<file path="src/rtl/sock_dti_fifo_pkg.sv">
// Shared types and defaults for the socket-to-DTI bridge FIFO.
// The default sizes must match the ones the DPI poll loop is built with.
package sock_dti_pkg;

  localparam int unsigned DEF_W_DATA = 16;
  localparam int unsigned DEF_DEPTH  = 4;

  typedef enum logic [1:0] {
    RUN,
    DRAIN,
    DONE
  } state_t;

  // The occupancy counter needs one extra bit so that it can hold the value DEPTH.
  function automatic int unsigned lvl_w(input int unsigned depth);
    return $clog2(depth) + 1;
  endfunction

endpackage

</file>
<file path="src/rtl/sock_dti_fifo_mem.sv">
// Register array for sock_dti_fifo: one synchronous write port and an asynchronous read port.
// Contents are not reset; the occupancy logic in the top decides which entries are valid.
module sock_dti_fifo_mem
  import sock_dti_pkg::*;
#(
  parameter int unsigned W_DATA = DEF_W_DATA,
  parameter int unsigned DEPTH  = DEF_DEPTH
) (
  input  logic                     clk,
  input  logic                     we,
  input  logic [$clog2(DEPTH)-1:0] waddr,
  input  logic [W_DATA-1:0]        wdata,
  input  logic [$clog2(DEPTH)-1:0] raddr,
  output logic [W_DATA-1:0]        rdata
);

  logic [W_DATA-1:0] mem [DEPTH];

  always_ff @(posedge clk) begin
    if (we) begin
      mem[waddr] <= wdata;
    end
  end

  assign rdata = mem[raddr];

endmodule

</file>
<file path="src/rtl/sock_dti_fifo.sv">
// Buffers words pushed by the socket poll loop and presents them as a DTI stream;
// tracks end-of-channel. Optional stall counter: define SOCK_DTI_FIFO_STALL_CNT_EN.
module sock_dti_fifo
  import sock_dti_pkg::*;
#(
  parameter int unsigned W_DATA = DEF_W_DATA,
  parameter int unsigned DEPTH  = DEF_DEPTH,
  parameter int unsigned W_CNT  = 32
) (
  input  logic                      clk,
  input  logic                      rst,
  input  logic                      src_valid,
  input  logic [W_DATA-1:0]         src_data,
  output logic                      src_ready,
  input  logic                      src_done,
  output logic                      dout_valid,
  output logic [W_DATA-1:0]         dout_data,
  input  logic                      dout_ready,
  output logic                      done,
  output logic [lvl_w(DEPTH)-1:0]   level,
  output logic [W_CNT-1:0]          txn_cnt
`ifdef SOCK_DTI_FIFO_STALL_CNT_EN
  ,
  output logic [W_CNT-1:0]          stall_cnt
`endif
);

  localparam int unsigned LW = lvl_w(DEPTH);
  localparam int unsigned PW = $clog2(DEPTH);

  state_t          state_q;
  state_t          state_d;
  logic [PW-1:0]   wr_ptr;
  logic [PW-1:0]   rd_ptr;
  logic [LW-1:0]   level_q;
  logic [W_CNT-1:0] txn_q;
  logic            push;
  logic            pop;

  // State register
  always_ff @(posedge clk or posedge rst) begin
    if (rst) begin
      state_q <= RUN;
    end else begin
      state_q <= state_d;
    end
  end

  // Next-state logic; DRAIN leaves on the cycle after occupancy is seen at zero
  always_comb begin
    state_d = state_q;
    case (state_q)
      RUN:     if (src_done) state_d = DRAIN;
      DRAIN:   if (level_q == '0) state_d = DONE;
      DONE:    state_d = DONE;
      default: state_d = RUN;
    endcase
  end

  // Outputs depend on registered state only, never on dout_ready
  always_comb begin
    src_ready  = (state_q == RUN) && (level_q != LW'(DEPTH));
    done       = (state_q == DONE);
    dout_valid = (level_q != '0);
  end

  assign push = src_valid && src_ready;
  assign pop  = dout_valid && dout_ready;

  always_ff @(posedge clk or posedge rst) begin
    if (rst) begin
      wr_ptr  <= '0;
      rd_ptr  <= '0;
      level_q <= '0;
      txn_q   <= '0;
    end else begin
      if (push) begin
        wr_ptr <= wr_ptr + PW'(1);
      end
      if (pop) begin
        rd_ptr <= rd_ptr + PW'(1);
        txn_q  <= txn_q + W_CNT'(1);
      end
      case ({push, pop})
        2'b10:   level_q <= level_q + LW'(1);
        2'b01:   level_q <= level_q - LW'(1);
        default: level_q <= level_q;
      endcase
    end
  end

  assign level   = level_q;
  assign txn_cnt = txn_q;

`ifdef SOCK_DTI_FIFO_STALL_CNT_EN
  always_ff @(posedge clk or posedge rst) begin
    if (rst) begin
      stall_cnt <= '0;
    end else if (dout_valid && !dout_ready && (stall_cnt != '1)) begin
      stall_cnt <= stall_cnt + W_CNT'(1);
    end
  end
`endif

  sock_dti_fifo_mem #(
    .W_DATA (W_DATA),
    .DEPTH  (DEPTH)
  ) u_mem (
    .clk   (clk),
    .we    (push),
    .waddr (wr_ptr),
    .wdata (src_data),
    .raddr (rd_ptr),
    .rdata (dout_data)
  );

endmodule

</file>
<file path="config.mk">
export PLATFORM = sky130hd
export DESIGN_NAME = sock_dti_fifo
export DESIGN_NICKNAME = d
export VERILOG_FILES = /design/src/rtl/sock_dti_fifo_pkg.sv /design/src/rtl/sock_dti_fifo_mem.sv /design/src/rtl/sock_dti_fifo.sv
export SDC_FILE = /design/constraint.sdc
export NUM_CORES = 1
export LEC_CHECK = 0
export CAP_MARGIN = 20
export CELL_PAD_IN_SITES_DETAIL_PLACEMENT = 0
export CELL_PAD_IN_SITES_GLOBAL_PLACEMENT = 2
export CORE_MARGIN = 10
export CORE_UTILIZATION = 41
export CTS_BUF_LIST = sky130_fd_sc_hd__clkbuf_16
export DETAILED_ROUTE_END_ITERATION = 10
export GPL_TIMING_DRIVEN = 0
export PLACE_DENSITY = 0.89
export SLEW_MARGIN = 20
export SYNTH_ARGS = -nofsm -noshare
export SYNTH_HDL_FRONTEND = slang
export SYNTH_HIERARCHICAL = 1
export SYNTH_SLANG_ARGS = --single-unit
</file>
<file path="constraint.sdc">
create_clock -name clk -period 4.03 [get_ports clk]
set_input_delay 1.0075 -clock clk [delete_from_list [all_inputs] [get_ports clk]]
set_output_delay 1.0075 -clock clk [all_outputs]
set_load 0.1 [all_outputs]
</file>
==> results by group <==
Yosys
  – #FFs+latches synth: between 100 and 150
  – Post-synthesis cell area: 4400 sq um
  – Seq/Total Area, Yosys: 66.99%
  – Synth unique cells: 39
  – Syn Inst Count: between 200 and 300
  – Mean Syn Cell Area: ~17 sq um
  – Warnings, synthesis: 6
  – Ys flop type: edfxtp_1
  – EDFF count, synth: 64
  – Area contributors post-synth: edfxtp_1 44%, dfrtp_1 23%, xnor2_1 5.2%
  – Synth top area share: 43.67%
  – FFs w/ async S/R, synth: 39.05%
  – Synthesized Nets: 291
  – Area leader, netlist: edfxtp_1

Placed design
  – I/O Buffers: 74
  – Final HPWL DP: 6154 microns
  – Placed cell area: between 5000 and 6000 sq um
  – Gp weighted congestion: 0.6946

STA
  – Max Slew Vio Count: 0
  – Worst-margin pin slew: 993.7 ps
  – Setup TNS: 0 ps
  – Final Hold Vio Count: 0
  – Slew headroom: 33.54%
  – RSZ-0062 raised after global routing: no
  – Fin Clk Skew: 11.36 ps
  – Fmax: 0.2731 GHz
  – Min Clock Period, post-route: 3662 ps
  – Fin crit share: 90.88%
  – Final setup vio count: 0

GRT
  – Total Routing Usage GR: about an eighth
  – Pin count of the biggest net entering global routing: 29
  – Vias in the first global route: 2,687
  – First-pass GRT wire length: roughly 15,000 microns
  – Initial antenna violation count: 0
  – GRT overflow: 0

Routing
  – Starting DRC count in detailed routing: 90
  – Post-route ant nets: 0
  – Vias/cell: 5.057
  – Post-route DRC: 0
  – Vias: 2,483
  – Drt wl/cell: 17.96 microns
  – Drt pass-1 iters: 4
  – Final wirelength: roughly 8800 microns

Setup path
  – Setup CP Type: flip-flop to output port
  – Critical Path End Type: output port
  – Worst-path cell chain: buf_2, buf_2, mux4_2, clkdlybuf4s50_1
  – Crit-path max FO: 10
  – Crit path buffers/inverters: 3
  – FF-to-FF Start: state_q[0]$_DFFE_PP0P_
  – CP Launch Type: flip-flop
  – CP arrival: 2650 ps
  – Worst path top cell family by delay: buffers and inverters
  – Max incr delay on CP: 1140 ps
  – CP max stage cell: clkdlybuf4s50_1
  – Setup slack, reg-to-reg: 1760 ps
  – FF-to-FF path depth: 7
  – Reg2reg end: u_mem/mem[3][14]$_DFFE_PP_
  – Critical Path RT: about 3000 ps
  – Crit path depth: 4
  – Crit path top cell by count: buf_2

Die
  – Die X: 123.6 microns
  – Die area: 15,280 sq um
  – CORE AREA: 10,370 sq um
  – FP Rows: 37
  – Starting Density: 42.43%
  – I/O Pins: 75
  – DIE HEIGHT: 123.6 microns

Finish
  – Synth-to-Final Area Change: 28.40%
  – Nets: 378
  – Ant diodes: 0
  – Design area: approximately 5700 sq um
  – Share of post-route cells with drive strength above 1: between 10% and 20%

CTS
  – Root Driver: clkbuf_16
  – Max Buffers Root-to-Sink: 2
  – CTS tree: done
  – CTS clk-pin slew, worst paths: ~80 ps
  – Worst skew pair latency: 340 ps
  – # hold bufs at CTS: 0
  – Resized cells post-CTS: 0
  – Htree depth: 3
  – Setup Buffers After CTS: 0
  – Clk sinks: between 100 and 150
  – Cts bufs inserted: 9

Worst hold path
  – Worst hold path class: flip-flop to flip-flop
  – Worst Hold Path EP: rd_ptr[1]$_DFFE_PP0P_
  – Worst Hold Launch: rd_ptr[1]$_DFFE_PP0P_
  – Hold path cells: 1

Power and ir drop
  – Pwr dens: between 700 and 800 nW/um^2
  – Leakage power: 2.199 nW
  – Pwr Total: 4.413 mW
  – Maximum VDD drop: 471.8 uV

Run
  – Max-cap violation count: 0

Run status
  – Outcome: completed
[report_power, final]
| group | internal (mW) | switching [mW] |
|---|---|---|
| registers | 1.30 | 0.118 |
| clock network | 0.432 | 0.406 |
| logic | 0.594 | 1.56 |
[cells in the final DEF, fill, tap and decap left out, types with 3 or more instances in the layout]
cell type        count
nand4_1             12
clkdlybuf4s50_1     74
inv_1               10
buf_2                4
clkbuf_16            9
xor2_1              12
edfxtp_1            64
nand3_1              7
mux4_2              10
mux4_1               6
nand2_1             15
xnor2_1             26
and3_1              11
and4_1               4
nor2_1               4
dfrtp_1             41
ha_1                 6
and2_1               3
[how the worst max path moves through the flow]
| stage | startpoint | end |
|---|---|---|
| final | rd_ptr[1]$_DFFE_PP0P_ | dout_data[9] |
| after global routing | rd_ptr[1]$_DFFE_PP0P_ | dout_data[9] |
| after CTS | rd_ptr[1]$_DFFE_PP0P_ | dout_data[9] |
| after detailed placement | rd_ptr[1]$_DFFE_PP0P_ | dout_data[9] |
| after global placement | src_valid | u_mem/mem[0][8]$_DFFE_PP_ |
| after floorplan | level[1]$_DFFE_PP0P_ | u_mem/mem[0][0]$_DFFE_PP_ |
[state kept, by name, indices dropped and copies added, names as in the netlist]
register and count:
level 3, state_q 2, rd_ptr 2, txn_cnt 32, u_mem/mem 64, wr_ptr 2
[metrics by stage]
stage / cells / util, % / hold WS, ps / worst slack (ps)
2_1_floorplan: 263 / - / 439.8 / 296.5
3_3_place_gp: 473 / 51.33 / 462.7 / 715.4
3_5_place_dp: 475 / 51.69 / 465.2 / 710.9
4_1_cts: 491 / 54.49 / 475.6 / 321.8
5_1_grt: 491 / 54.49 / 503.3 / 260.9
6_report: 491 / 54.49 / 470.5 / 367.7
[routing by layer]
layer  share of wire (%)  wire [microns]  track usage (%)
met1                  44            3909            15.44
met2                  47            4164            19.17
met3                 7.1             629            4.072
met4                 1.3             112            4.585
met5                   0               0                0
[area by class of cell]
class,instances,area [sq um]
fillers,867,4720
flip-flops and latches,105,2948
multi-input cells,140,1374
repair buffers,76,772.0
clock buffers,9,225.2
well taps,136,170.2
clock inverters,7,65.06
plain buffers,7,55.05
inverters,11,41.29
[synthesized netlist by cell type, types with 6 or more instances]
| cell type | instances |
|---|---|
| and3_1 | 11 |
| dfrtp_1 | 41 |
| edfxtp_1 | 64 |
| ha_1 | 6 |
| inv_1 | 10 |
| mux4_1 | 6 |
| mux4_2 | 10 |
| nand2_1 | 15 |
| nand3_1 | 7 |
| nand4_1 | 12 |
| xnor2_1 | 26 |
| xor2_1 | 12 |
[logic make-up after synthesis]
kind of cell	Yosys count	synth area share (%)
xor+xnor	38	7.563
fa+ha+maj	7	2.161
mux	19	9.440
flops	105	66.99
compound gates	3	0.7392
buf+inv	18	2.189
simple gates	73	10.92
[worst reg2reg max path, stage by stage (launching register included)]
cell	delay (ps)
dfrtp_1	390
inv_1	100
ha_1	150
inv_1	60
a31oi_2	160
nand2_1	110
inv_1	160
and3_1	760
No activity file was read; power rests on OpenSTA's default activity.
